File: src/rtl/i2s_receiver.sv
// i2s_receiver: oversampling I2S slave receiver delivering one stereo pair per LRCK frame
// Ports: clk (system clock), reset (sync, active-low), i2sBitClock / i2sLeftRightSelect /
//        i2sSoundData (async I2S pins), left_sample / right_sample (last completed words),
//        sample_valid (1-cycle strobe), short_frame (a channel had < DATA_WIDTH bits),
//        locked (a full frame decoded since reset or watchdog expiry)
module i2s_receiver #(
   parameter int DATA_WIDTH = 24,
   parameter int TIMEOUT    = 255
) (
   input  logic                  clk,
   input  logic                  reset,
   input  logic                  i2sBitClock,
   input  logic                  i2sLeftRightSelect,
   input  logic                  i2sSoundData,
   output logic [DATA_WIDTH-1:0] left_sample,
   output logic [DATA_WIDTH-1:0] right_sample,
   output logic                  sample_valid,
   output logic                  short_frame,
   output logic                  locked
);
   localparam int CW = $clog2(DATA_WIDTH + 1);
   localparam int TW = $clog2(TIMEOUT + 1);
   localparam logic [CW-1:0] FULL = CW'(DATA_WIDTH);
   localparam logic [TW-1:0] TMAX = TW'(TIMEOUT);
   localparam logic [DATA_WIDTH-1:0] TOP = {1'b1, {(DATA_WIDTH-1){1'b0}}};
   typedef enum logic [1:0] {SYNC, LEFT, RIGHT} state_t;
   state_t state, state_n;
   logic [2:0] bclk_s;
   logic [1:0] lr_s, sd_s;
   logic lr_prev, left_short;
   logic [CW-1:0] cnt;
   logic [TW-1:0] wdog;
   logic [DATA_WIDTH-1:0] shreg, left_hold;
   logic bclk_rise, lr, sd, lr_edge, expired, latch_l, latch_r, clr, shift;
   assign bclk_rise = bclk_s[1] & ~bclk_s[2];
   assign lr        = lr_s[1];
   assign sd        = sd_s[1];
   assign lr_edge   = bclk_rise && (lr != lr_prev);
   // a bit-clock edge in the same cycle always wins over the watchdog
   assign expired   = !bclk_rise && (wdog == TMAX);
   always_ff @(posedge clk) begin
      if (!reset) state <= SYNC;
      else state <= state_n;
   end
   // the bit that reveals an LRCK edge still belongs to the previous slot, so it is never shifted
   always_comb begin
      state_n = state;
      latch_l = 1'b0;
      latch_r = 1'b0;
      clr     = 1'b0;
      shift   = 1'b0;
      case (state)
         SYNC: if (lr_edge && !lr) begin
            state_n = LEFT;
            clr     = 1'b1;
         end
         LEFT: if (lr_edge && lr) begin
            state_n = RIGHT;
            latch_l = 1'b1;
            clr     = 1'b1;
         end else shift = bclk_rise;
         RIGHT: if (lr_edge && !lr) begin
            state_n = LEFT;
            latch_r = 1'b1;
            clr     = 1'b1;
         end else shift = bclk_rise;
         default: state_n = SYNC;
      endcase
      if (expired) state_n = SYNC;
   end
   always_ff @(posedge clk) begin
      if (!reset) begin
         bclk_s       <= '0;
         lr_s         <= '0;
         sd_s         <= '0;
         lr_prev      <= 1'b0;
         cnt          <= '0;
         wdog         <= '0;
         shreg        <= '0;
         left_hold    <= '0;
         left_short   <= 1'b0;
         left_sample  <= '0;
         right_sample <= '0;
         sample_valid <= 1'b0;
         short_frame  <= 1'b0;
         locked       <= 1'b0;
      end else begin
         bclk_s       <= {bclk_s[1:0], i2sBitClock};
         lr_s         <= {lr_s[0], i2sLeftRightSelect};
         sd_s         <= {sd_s[0], i2sSoundData};
         sample_valid <= latch_r;
         wdog         <= bclk_rise ? '0 : (wdog == TMAX ? wdog : wdog + 1'b1);
         if (bclk_rise) lr_prev <= lr;
         // bits past DATA_WIDTH are dropped; missing LSBs stay 0 (left-aligned)
         if (clr) begin
            cnt   <= '0;
            shreg <= '0;
         end else if (shift && cnt != FULL) begin
            cnt   <= cnt + 1'b1;
            shreg <= shreg | ({DATA_WIDTH{sd}} & (TOP >> cnt));
         end
         if (latch_l) begin
            left_hold  <= shreg;
            left_short <= cnt != FULL;
         end
         // both channels are published together so a half-updated pair is never visible
         if (latch_r) begin
            left_sample  <= left_hold;
            right_sample <= shreg;
            short_frame  <= left_short | (cnt != FULL);
            locked       <= 1'b1;
         end
         if (expired) locked <= 1'b0;
      end
   end
endmodule
File: config.mk
export PLATFORM = sky130hd
export DESIGN_NAME = i2s_receiver
export DESIGN_NICKNAME = d
export VERILOG_FILES = /design/src/rtl/i2s_receiver.sv
export SDC_FILE = /design/constraint.sdc
export NUM_CORES = 1
export LEC_CHECK = 0
export ABC_CLOCK_PERIOD_IN_PS = 1760
export CAP_MARGIN = 20
export CELL_PAD_IN_SITES_DETAIL_PLACEMENT = 0
export CELL_PAD_IN_SITES_GLOBAL_PLACEMENT = 1
export CORE_ASPECT_RATIO = 2
export CORE_MARGIN = 2
export CORE_UTILIZATION = 40
export CTS_BUF_LIST = sky130_fd_sc_hd__clkbuf_8
export DETAILED_ROUTE_END_ITERATION = 6
export GPL_ROUTABILITY_DRIVEN = 0
export HOLD_SLACK_MARGIN = 0.15
export PLACE_DENSITY = 0.77
export SLEW_MARGIN = 25
export SYNTH_ARGS = -nofsm -noshare
export SYNTH_HDL_FRONTEND = slang
export SYNTH_SLANG_ARGS = --single-unit
File: constraint.sdc
create_clock -name clk -period 1.76 [get_ports clk]
set_input_delay 0.176 -clock clk [delete_from_list [all_inputs] [get_ports clk]]
set_output_delay 0.176 -clock clk [all_outputs]
set_load 0.05 [all_outputs]
==> summary.md, run 1 <==
| Metric | Value |
|---|---|
| Nets | `638` |
| Port bufs | `55` |
| Clock period minus final worst setup slack | `1700 ps` |
| PwrDens | `908 nW/um^2` |
| IO Count | `56` |
| Worst path max stage delay | `480 ps` |
| Area of the core | `12100 um^2` |
| WL final | `11.0 mm` |
| Root Driver | `clkbuf_8` |
| Slew Limit Headroom | `0.661` |
| Data arrival, critical path | `2050 ps` |
| Commonest cells after routing, fill and taps aside | `nand2_1 (159), dfxtp_1 (122), a21boi_0 (51)` |
| Fin. Hold Viols | `0` |
| Slew Viols, Final | `0` |
| Critical path type | `reg -> reg` |
| WP data required | `2110 ps` |
| Largest net degree at the start of global routing | `50` |
| Power, Total | `5690 uW` |
| Area delta synth->final | `26.9%` |
| H-Tree Depth | `4` |
| CTS max path bufs | `2` |
| Die area | `13300 um^2` |
| Die H | `161 um` |
| Rows | `57` |
| Cell Chain, Critical Path | `inv_1, ha_4, buf_4, nand4_4, or4_1, a21oi_1` |
| Vias | `4017` |
| Synthesized area | `4940 um^2` |
| Setup repair bufs after CTS | `0` |
| Startpoint type of the worst setup path | `flop` |
| Worst Hold Class | `in -> reg` |
| Critical path capture point type | `flop` |
| Total grt overflow | `0` |
| Clock share of power | `0.488` |
| Number of synthesized flops with an enable pin | `0` |
| Switching pwr | `1150 uW` |
| Highest clock rate | `589 MHz` |
| Status | `finished, final reports clean` |
| Switching Fraction | `0.203` |
| DRC viols | `0` |
| Delay-heaviest family, CP | `simple AND/OR/NAND/NOR gates` |
| Detailed-router iteration count before antenna repair | `5` |
| Int Pwr | `4540 uW` |
| Fraction of registers with async set/reset | `0` |
| Insertion delay to the later sink of the worst-skew pair | `430 ps` |
| Yosys warnings | `0` |
| Ant. Diodes | `0` |
| Setup violators final | `0` |
| Leakage | `0.00264 uW` |
| Critical path's slowest cell | `or4_1` |
| Routed wire per std cell | `14.1 um` |
| Antenna-violating nets left | `0` |
| Initial core utilization | `0.407` |
| Count of cell types in the netlist | `50` |
| Main synth FF type | `dfxtp_1` |
| Power share of the combinational group | `0.019` |
| Initial drt markers | `181` |
| Buffer and inverter count on the worst path | `2` |
| Commonest non-fill, non-tap cell in the layout | `nand2_1` |
| RSZ-0062 raised after global routing | `true` |
| Vias in the first global route | `3912` |
| Share of cells above drive strength 1 | `0.136` |
| Antenna violations before repair | `0` |
| Clk sinks | `123` |
| Worst-Margin Slew | `507 ps` |
| Filler instances | `1179` |
| Hold_ws | `323 ps` |
| Synthesized flop and latch total | `123` |
| Sequential share of power | `0.493` |
| Largest fanout on the critical path | `4` |
| CTS clk-pin slew, worst paths | `70 ps` |
| Post-DP HPWL | `8.08 mm` |
| Post-synthesis area per instance | `8.92 um^2` |
| Max-cap viol count | `0` |
| Final period util | `0.965` |
| Mapped Cells | `554` |
| Post-Syn Nets | `571` |
| Die width | `82.6 um` |
| Peak VDD IR | `0.000544 V` |
| First-pass GRT wire length | `18.7 mm` |
| Skew final | `9.89 ps` |
| CTS tree | `yes` |
| Total CTS buffers | `17` |
| Gr usage total | `0.181` |
| Share of the yosys chip area belonging to registers | `0.498` |
| Via/cell ratio | `5.14` |
==> worst paths after layout <==
check        slack, ps         from  cells after the start        end
max reg2reg         60     state[1]                      6     cnt[4]
min reg2reg        440      sd_s[0]                      1    sd_s[1]
min                320  i2sBitClock                      2  bclk_s[0]
max                 60     state[1]                      6     cnt[4]
==> sequential cells by signal, indices dropped and copies added (netlist names) <==
| name | cells |
|---|---|
| state | 2 |
| bclk_s | 3 |
| wdog | 8 |
| cnt | 5 |
| locked | 1 |
| lr_prev | 1 |
| shreg | 24 |
| right_sample | 24 |
| lr_s | 2 |
| left_sample | 24 |
| left_short | 1 |
| sample_valid | 1 |
| short_frame | 1 |
| left_hold | 24 |
| sd_s | 2 |
==> through the flow <==
stage	TNS, ps	setup WS (ps)	cell area (um^2)	util	std cells
after floorplan	0	5.14	4940	-	554
after global placement	0	68.9	5730	0.473	748
after detailed placement	-44.1	-10.0	5730	0.473	748
after CTS	0	0.570	6190	0.511	781
after global routing	-1.86	-1.86	6270	0.517	781
final	0	61.3	6270	0.517	781
==> layout make-up <==
type                            count  area [um^2]  share of cell area
Sequential cell                   123         2470               0.393
Multi-Input combinational cell    389         2340               0.373
Timing Repair Buffer               84          802               0.128
Clock buffer                       21          289              0.0461
Tap cell                          147          184              0.0293
Clock inverter                     11          166              0.0265
Inverter                            6         22.5             0.00359
==> power by group through the flow <==
stage | sequential [uW] | clock (uW) | combinational [uW]
after global routing | 2810 | 2960 | 122
final | 2810 | 2780 | 110
after floorplan | 2870 | 0 | 84.2
after global placement | 2870 | 0 | 106
after CTS | 2810 | 2850 | 111
after detailed placement | 2870 | 0 | 108
==> cell usage after synthesis (10+ instances only) <==
cell type	count	area, um^2
clkbuf_1	17	63.8
and2_1	10	62.6
a21boi_1	21	158
nor2_1	23	86.3
nand2_1	159	597
o21a_1	19	143
buf_2	14	70.1
ha_1	12	150
dfxtp_1	123	2460
nor4_1	15	93.8
a21boi_0	51	383
==> cell families after synthesis <==
group,share of synthesized area
buffers and inverters,0.0415
xor gates and xnor gates,0.00355
AOI/OAI and AO/OA,0.182
adders and majority gates,0.0304
and+or+nand+nor,0.240
DFF,0.498
muxes,0.00405
==> metal layers <==
metal	share of wire	track usage	up-vias
met5	0	0	-
met4	0.033	0.0924	0
met3	0.029	0.0397	24
met2	0.56	0.325	75
met1	0.38	0.190	1901
li1	-	-	2017
==> worst register-to-register path: cells and delay by family, from the launching register on <==
family,cells,cell delay (ps)
simple gates,2,580
buf+inv,2,230
compound gates,1,140
fa+ha+maj,1,300
flops,1,370
==> what timing repair did <==
| action | 4_1_cts | 5_1_grt |
|---|---|---|
| pin swaps | 1 | 0 |
| gates cloned | 0 | 0 |
| hold buffers | 1 | 0 |
| setup endpoints to repair | 53 | 42 |
| resized for setup | 37 | 29 |
| hold endpoints to repair | 5 | 0 |
(Power assumes the default switching activity.)
==> run 2: changes to the inputs <==
--- a/config.mk
+++ b/config.mk
@@ -14,9 +14,10 @@
 export CORE_UTILIZATION = 40
 export CTS_BUF_LIST = sky130_fd_sc_hd__clkbuf_8
 export DETAILED_ROUTE_END_ITERATION = 6
-export GPL_ROUTABILITY_DRIVEN = 0
 export HOLD_SLACK_MARGIN = 0.15
+export MAX_ROUTING_LAYER = met4
 export PLACE_DENSITY = 0.77
+export SETUP_SLACK_MARGIN = 0.02
 export SLEW_MARGIN = 25
 export SYNTH_ARGS = -nofsm -noshare
 export SYNTH_HDL_FRONTEND = slang
==> summary.md, run 2 (same netlist as run 1, synthesis figures left out) <==
| Metric | Value |
|---|---|
| Largest net degree at the start of global routing | `48 (-4.0%)` |
| IO Count | `56 (unchanged)` |
| Hold_ws | `326 ps (+2.72 ps)` |
| Root Driver | `clkbuf_8` |
| Rows | `57 (unchanged)` |
| Setup violators final | `0 (unchanged)` |
| First-pass GRT wire length | `18.4 mm (-1.6%)` |
| Ant. Diodes | `0 (unchanged)` |
| CTS max path bufs | `2 (unchanged)` |
| Largest fanout on the critical path | `5 (+1)` |
| GP Congestion | `0.746` |
| Final period util | `0.972 (+0.00657)` |
| Worst Hold Class | `in -> reg` |
| Die width | `82.6 um (unchanged)` |
| CTS tree | `yes` |
| Clock period minus final worst setup slack | `1710 ps (+11.6 ps)` |
| Die H | `161 um (unchanged)` |
| Critical path type | `reg -> reg` |
| Worst setup path start | `state[1]` |
| Skew final | `12.6 ps (+2.68 ps)` |
| WP data required | `2070 ps (-40 ps)` |
| Initial core utilization | `0.407 (unchanged)` |
| Port bufs | `55 (unchanged)` |
| Critical path capture point type | `flop` |
| Area of the core | `12100 um^2 (unchanged)` |
| Status | `finished, final reports clean` |
| CP endpoint | `shreg[8]` |
| R2r worst-path depth | `7 (+1)` |
| CTS clk-pin slew, worst paths | `70 ps (about the same)` |
| Commonest non-fill, non-tap cell in the layout | `nand2_1` |
| Post-DP HPWL | `7.97 mm (-1.3%)` |
| Worst-Margin Slew | `501 ps (-5.92 ps)` |
| PwrDens | `871 nW/um^2 (-4.0%)` |
| DRC viols | `0 (unchanged)` |
| Data arrival, critical path | `2020 ps (-30 ps)` |
| Routed wire per std cell | `14.3 um (+1.1%)` |
| Slew Limit Headroom | `0.665 (+0.00396)` |
| Gr usage total | `0.184 (+0.00236)` |
| Antenna violations before repair | `0 (unchanged)` |
| RSZ-0062 raised after global routing | `true` |
| Insertion delay to the later sink of the worst-skew pair | `420 ps (about the same)` |
| Total grt overflow | `0 (unchanged)` |
| Antenna-violating nets left | `0 (unchanged)` |
| Non-filler cells, final | `777 (-0.51%)` |
| Commonest cells after routing, fill and taps aside | `nand2_1 (158), dfxtp_1 (121), a21boi_0 (51)` |
| Max-cap viol count | `0 (unchanged)` |
| WL final | `11.1 mm (+0.60%)` |
| Via/cell ratio | `5.08 (-1.2%)` |
| Vias in the first global route | `3857 (-1.4%)` |
| Vias | `3949 (-1.7%)` |
| Highest clock rate | `585 MHz (-0.68%)` |
| Peak VDD IR | `0.000537 V (-1.3%)` |
| Fin. Hold Viols | `0 (unchanged)` |
| Setup repair bufs after CTS | `0 (unchanged)` |
| H-Tree Depth | `4 (unchanged)` |
| Initial drt markers | `149 (-18%)` |
| Leakage | `0.00241 uW (-8.6%)` |
| Clk sinks | `123 (unchanged)` |
| Setup TNS | `0 ps (unchanged)` |
| Post-placement cell count | `742 (-0.80%)` |
| Die area | `13300 um^2 (unchanged)` |
| Nets | `634 (-0.63%)` |
| Startpoint type of the worst setup path | `flop` |
| Worst R2R Start | `state[1]` |
| Reg2Reg Setup Slack | `50 ps (about the same)` |
| Area after DPL | `5700 um^2 (-0.52%)` |
| Area delta synth->final | `25.5%` |
| Slew Viols, Final | `0 (unchanged)` |
| Worst reg2reg path endpoint | `shreg[8]` |
| Share of cells above drive strength 1 | `0.135 (-0.000726)` |
| Total CTS buffers | `17 (unchanged)` |
| Detailed-router iteration count before antenna repair | `4 (-1)` |
| Fin area | `6200 um^2 (-1.1%)` |
==> run 2: changes by cell type in the layout (fill, tap and decap cells not counted), sizes merged, moves of 2 or more <==
cell          delta
dlygate4sd2     +17
dlymetal6s2s    -16
buf              -5
inv              +3
clkbuf           -2
clkinv           +2
==> run 2: per-stage QoR <==
stage | power [uW] | util | setup slack, ps
finish | 5400 | 0.511 | 49.7
global route | 5620 | 0.511 | 9.43
CTS | 5470 | 0.503 | 2.37
detailed placement | 2980 | 0.470 | -115
global placement | 2970 | 0.470 | -32.4
floorplan | 2950 | - | 57.4
==> run 2: area by class of cell <==
class / count / area [um^2]
multi-input combinational: 389 / 2370
clock buffer: 18 / 248
sequential: 123 / 2460
tap: 147 / 184
clock inverter: 14 / 155
timing repair buffer: 80 / 753
fill: 1193 / 5920
inverter: 6 / 22.5
==> run 2: how the worst min path moves through the flow <==
stage / to / depth (start not counted) / slack (ps) / from
6_report: lr_s[0] / 2 / 330 / i2sLeftRightSelect
3_3_place_gp: bclk_s[1] / 1 / 420 / bclk_s[0]
3_5_place_dp: bclk_s[1] / 1 / 420 / bclk_s[0]
4_1_cts: lr_s[0] / 2 / 300 / i2sLeftRightSelect
2_1_floorplan: bclk_s[0] / 1 / 300 / i2sBitClock
5_1_grt: lr_s[0] / 2 / 320 / i2sLeftRightSelect
==> run 2: metal layers <==
layer  global-route usage  wire (um)
met2                0.320       6110
met5                    -          0
met4               0.0715        290
met1                0.191       4390
met3               0.0497        300
==> run 2: where the power goes <==
group	internal (uW)	switching, uW	total [uW]
sequential	2800	11.4	2810
combinational	53.7	56.1	110
clock	1420	1070	2490
total	4270	1130	5400
==> run 2: repair_timing <==
item                                   in CTS  in global routing
setup endpoints to repair                  72                 27
gates cloned                                0                  2
resized for setup                          59                 17
pin swaps                                   0                  4
hold buffers                                1                  0
endpoints found under the hold margin       4                  0
==> run 2: critical path: stages (launching register included) <==
cell	delay, ps
dfxtp_2	340
buf_6	110
ha_4	160
or3b_4	450
nand4_4	140
clkbuf_16	170
nor4b_4	40
o21a_1	190
==> run 3: changes to the inputs <==
--- a/config.mk
+++ b/config.mk
@@ -15,7 +15,6 @@
 export CTS_BUF_LIST = sky130_fd_sc_hd__clkbuf_8
 export DETAILED_ROUTE_END_ITERATION = 6
 export HOLD_SLACK_MARGIN = 0.15
-export MAX_ROUTING_LAYER = met4
 export PLACE_DENSITY = 0.77
 export SETUP_SLACK_MARGIN = 0.02
 export SLEW_MARGIN = 25
==> summary.md, run 3 (same netlist as run 1, synthesis figures left out) <==
| Metric | Value |
|---|---|
| Critical path type | `reg -> reg` |
| R2r worst-path depth | `6 (-1)` |
| Slew Limit Headroom | `0.665 (unchanged)` |
| Worst Hold End | `lr_s[0]` |
| Worst setup path start | `state[1]` |
| Initial core utilization | `0.407 (unchanged)` |
| CTS clk-pin slew, worst paths | `70 ps (about the same)` |
| CTS tree | `yes` |
| Post-layout util | `0.512 (+0.000516)` |
| Met1 usage | `0.189 (-0.00178)` |
| Area of the core | `12100 um^2 (unchanged)` |
| Total grt overflow | `0 (unchanged)` |
| Area after DPL | `5700 um^2 (unchanged)` |
| Reg2Reg Setup Slack | `40 ps (about the same)` |
| Port bufs | `55 (unchanged)` |
| Commonest cells after routing, fill and taps aside | `nand2_1 (158), dfxtp_1 (122), a21boi_0 (51)` |
| Sequential share of power | `0.519 (about the same)` |
| Status | `finished, final reports clean` |
| Largest fanout on the critical path | `5 (unchanged)` |
| Fin. Hold Viols | `0 (unchanged)` |
| Via/cell ratio | `5.10 (+0.25%)` |
| Max-cap viol count | `0 (unchanged)` |
| Startpoint type of the worst setup path | `flop` |
| Skew final | `12.1 ps (-0.464 ps)` |
| Int Pwr | `4270 uW (about the same)` |
| Root Driver | `clkbuf_8` |
| Power share of the combinational group | `0.020 (about the same)` |
| Clock share of power | `0.460 (about the same)` |
| Worst Hold Class | `in -> reg` |
| Critical path capture point type | `flop` |
| Nets | `635 (+0.16%)` |
| FF/Latch Area | `2460 um^2 (about the same)` |
| Leakage | `0.00242 uW (+0.15%)` |
| Initial drt markers | `175 (+17%)` |
| Insertion delay to the later sink of the worst-skew pair | `430 ps (about the same)` |
| Rows | `57 (unchanged)` |
| Total CTS buffers | `17 (unchanged)` |
| Setup violators final | `0 (unchanged)` |
| DRC viols | `0 (unchanged)` |
| Worst reg2reg path endpoint | `shreg[5]` |
| Final period util | `0.977 (+0.00554)` |
| Die H | `161 um (unchanged)` |
| Antenna-violating nets left | `0 (unchanged)` |
| Detailed-router iteration count before antenna repair | `4 (unchanged)` |
| RSZ-0062 raised after global routing | `false` |
| Routed wire per std cell | `14.3 um (+0.45%)` |
| GP Congestion | `0.737 (-1.2%)` |
| Die area | `13300 um^2 (unchanged)` |
| Fin area | `6210 um^2 (+0.10%)` |
| Worst R2R Start | `state[1]` |
| PwrDens | `870 nW/um^2 (-0.11%)` |
| Switching Fraction | `0.210 (about the same)` |
| Share of cells above drive strength 1 | `0.135 (-0.000214)` |
| Vias | `3964 (+0.38%)` |
| Antenna violations before repair | `0 (unchanged)` |
| CTS max path bufs | `2 (unchanged)` |
| Clock period minus final worst setup slack | `1720 ps (+9.75 ps)` |
| Highest clock rate | `581 MHz (-0.57%)` |
| Hold Path Depth | `2 (unchanged)` |
| Worst hold start | `i2sLeftRightSelect` |
| Area of the multi-input gates | `2370 um^2 (unchanged)` |
| Largest net degree at the start of global routing | `48 (unchanged)` |
| Hold_ws | `324 ps (-1.39 ps)` |
| Data arrival, critical path | `2080 ps (+60 ps)` |
| Ant. Diodes | `0 (unchanged)` |
| Commonest non-fill, non-tap cell in the layout | `nand2_1` |
| Post-DP HPWL | `7.97 mm (unchanged)` |
| Gr busiest metal | `met2` |
| Slew Viols, Final | `0 (unchanged)` |
| WL final | `11.2 mm (+0.58%)` |
| First-pass GRT wire length | `18.4 mm (-0.11%)` |
| Setup TNS | `0 ps (unchanged)` |
| Switching pwr | `1130 uW (about the same)` |
| Die width | `82.6 um (unchanged)` |
| H-Tree Depth | `4 (unchanged)` |
| Clk sinks | `123 (unchanged)` |
| Peak VDD IR | `0.000537 V (about the same)` |
| Power, Total | `5400 uW (about the same)` |
| Worst-Margin Slew | `501 ps (unchanged)` |
| Filler instances | `1192 (-0.084%)` |
| GR Util met2 | `0.321 (+0.00110)` |
| Gr usage total | `0.179 (-0.00518)` |
| WP data required | `2120 ps (+50 ps)` |
| Vias in the first global route | `3867 (+0.26%)` |
| Area delta synth->final | `25.7%` |
| IO Count | `56 (unchanged)` |
| Met3 Resource Use GR | `0.0430 (-0.00670)` |
## run 3: repair_timing
item / 4_1_cts / 5_1_grt
setup buffers: 0 / 1
endpoints found under the hold margin: 4 / 0
gates cloned: 0 / 2
gates resized for setup: 59 / 16
hold buffers: 1 / 0
pin swaps: 0 / 4
setup endpoints to repair: 72 / 28
## run 3: worst max path at each step
stage / end / slack, ps
6_report: shreg[5] / 40
5_1_grt: cnt[3] / 10
4_1_cts: shreg[5] / 2
3_5_place_dp: shreg[6] / -110
3_3_place_gp: shreg[6] / -30
2_1_floorplan: shreg[16] / 60
## run 3: final cells by class
cell class / instances / area share
inverters: 6 / 0.00363
flip-flops and latches: 123 / 0.397
repair buffers: 81 / 0.123
clock buffers: 18 / 0.0399
multi-input cells: 389 / 0.382
clock inverters: 14 / 0.0250
well taps: 147 / 0.0296
## run 3: worst max-delay path, stage by stage, from the launching register on
cell and delay, ps:
dfxtp_2 360, inv_1 100, ha_4 330, nand4_4 170, clkbuf_16 210, nor4_2 340, o21a_1 150
## run 3: power by group through the flow
stage / registers, uW / clock network [uW] / logic (uW)
after floorplan: 2870 / 0 / 84.2
after global routing: 2810 / 2680 / 122
after CTS: 2810 / 2550 / 111
after global placement: 2870 / 0 / 105
final: 2810 / 2490 / 110
after detailed placement: 2870 / 0 / 109
## run 3: through the flow
step                std cells  worst slack (ps)
CTS                       775              2.37
finish                    778              39.9
global placement          742             -32.4
detailed placement        742              -115
floorplan                 554              57.4
global route              778              12.7
## run 3: per-layer routing
metal,up-vias,wire [um]
met4,0,273
met1,1862,4330
met2,74,6240
met5,-,0
li1,2010,-
met3,18,310
==> variant (flow settings as in run 2) <==
The output `sample_valid` loses its register stage (`sample_valid` becomes a continuous assignment). Comments in the files are not updated.
--- a/src/rtl/i2s_receiver.sv
+++ b/src/rtl/i2s_receiver.sv
@@ -83,3 +83,2 @@
          right_sample <= '0;
-         sample_valid <= 1'b0;
          short_frame  <= 1'b0;
@@ -90,3 +89,2 @@
          sd_s         <= {sd_s[0], i2sSoundData};
-         sample_valid <= latch_r;
          wdog         <= bclk_rise ? '0 : (wdog == TMAX ? wdog : wdog + 1'b1);
@@ -115,2 +113,4 @@
    end
+
+   assign sample_valid = latch_r;
 endmodule
Behaviour: not the same (a bounded check fails within 10 cycles, from zero or initial values and one cycle with reset low).
==> variant against run 2 <==
Design area fell by 0.10%; worst setup slack got worse by 0.0029 ns; area after synthesis fell by 2.2%; wire length rose by 3.5%; power rose by 10%; fmax fell by 0.17%; cell count fell by 0.13%; sequential cell count fell by 1; sequential share of layout area fell by 0.20 points.
==> variant: results (changes against run 2) <==
.. list-table::
   :header-rows: 1

   * - Metric
     - Value
   * - Outcome
     - complete, no violations
   * - CP max stage delay
     - 0.41 ns (-0.04 ns)
   * - Internal power
     - 4.740 mW (+11%)
   * - Largest voltage drop on the vdd net
     - 0.6014 mV (+12%)
   * - Met1 Resource Use GR
     - 20.25% (+1.2 points)
   * - Count of cells along the worst register-to-register path
     - 6 (-1)
   * - First-pass GRT wire length
     - 19310 µm (+4.9%)
   * - Fraction of synthesized cell area in xor and xnor cells
     - 0.3627% (+0.0081 points)
   * - Gr usage total
     - 19.82% (+1.4 points)
   * - Most common library cells after synthesis
     - sky130_fd_sc_hd__nand2_1 (158), sky130_fd_sc_hd__dfxtp_1 (122), sky130_fd_sc_hd__a21boi_0 (52)
   * - CTS buffer count
     - 17 (unchanged)
   * - Detailed-route vias per instance
     - 5.128 (+0.89%)
   * - Drt first-iter violations
     - 272 (+83%)
   * - Detailed Route WL
     - 11480 µm (+3.5%)
   * - Actual transition at the worst max-transition pin
     - 0.5964 ns (+0.09516 ns)
   * - Clock insertion delay at the later pin of the skew report
     - 0.45 ns (+0.03 ns)
   * - Area fraction in compound gates after synthesis
     - 19.07% (+0.86 points)
   * - Largest net degree at the start of global routing
     - 55 (+15%)
   * - Placed inst area
     - 5580 µm² (-2.1%)
   * - Launching instance or port of the critical path
     - state[0]$_SDFFE_PP0P_
   * - Gate power share
     - 1.7% (-0.3 points)
   * - Via count of the first global-routing pass
     - 3953 (+2.5%)
   * - Pleak
     - 2.461 nW (+2.0%)
   * - Number of distinct library cell variants in the gate-level netlist after synthesis
     - 44 (-12%)
   * - Synth Area in Adders
     - 3.109% (+0.069 points)
   * - Fraction of met2 tracks used by global routing
     - 35.51% (+3.5 points)
   * - Arr. time, crit path
     - 2.05 ns (+0.03 ns)
   * - Reg-to-reg endpoint
     - shreg[7]$_SDFFE_PP0P_
   * - Number of antenna cells inserted
     - 0 (unchanged)
   * - Post-detailed-placement half-perimeter wirelength
     - 7736 µm (-3.0%)
   * - Clock transition at path regs
     - 0.07 ns (about the same)
   * - Layout net count
     - 635 (+0.16%)
   * - IO Port Bufs
     - 55 (unchanged)
   * - Met3 layer usage reported by global route
     - 4.932% (-0.040 points)
   * - Fraction of layout instances using a drive strength above 1
     - 14.10% (+0.61 points)
   * - Final RePlAce weighted congestion
     - 0.8761 (+17%)
==> variant: changes by cell type in the layout (fill, tap and decap cells not counted), sizes merged, moves of 9 or more <==
cell   change
o21a      -19
a41oi     +22
buf        +9
nor4      -15
nor2      +14
==> variant: layout make-up <==
type,instances,area (µm²)
Fill cell,1143,5577
Sequential cell,122,2450
Multi-Input combinational cell,381,2198
Timing Repair Buffer,85,818.3
Clock buffer,19,261.5
Clock inverter,13,239.0
Tap cell,145,181.4
Inverter,11,46.29
==> variant: how the worst min path moves through the flow <==
stage | from | end | slack [ns]
global route | i2sLeftRightSelect | lr_s[0]$_SDFF_PN0_ | 0.32
detailed placement | sd_s[0]$_SDFF_PN0_ | sd_s[1]$_SDFF_PN0_ | 0.42
CTS | i2sLeftRightSelect | lr_s[0]$_SDFF_PN0_ | 0.28
global placement | sd_s[0]$_SDFF_PN0_ | sd_s[1]$_SDFF_PN0_ | 0.42
floorplan | i2sBitClock | bclk_s[0]$_SDFF_PN0_ | 0.30
finish | i2sLeftRightSelect | lr_s[0]$_SDFF_PN0_ | 0.31
==> variant: metrics by stage <==
stage	setup slack, ns	power (mW)	instances	TNS, ns
after floorplan	0.01021	2.913	552	0
after global placement	0.08973	2.945	731	0
after detailed placement	0.02493	2.947	731	0
after CTS	0.006703	6.034	767	0
after global routing	-0.02306	6.174	776	-0.1094
final	0.04674	5.955	776	0
==> variant: routing by layer <==
layer | routed length, µm | vias to the layer above
li1 | - | 1994
met1 | 4366 | 1895
met2 | 6610 | 77
met3 | 343 | 13
met4 | 161 | 0
met5 | 0 | -
==> variant: what timing repair did <==
action	4_1_cts	5_1_grt
hold endpoints to repair	3	0
buffers inserted	2	8
setup endpoints to repair	47	30
resized for setup	51	4
hold buffers	1	0
pin swaps	2	3
cloned	1	1
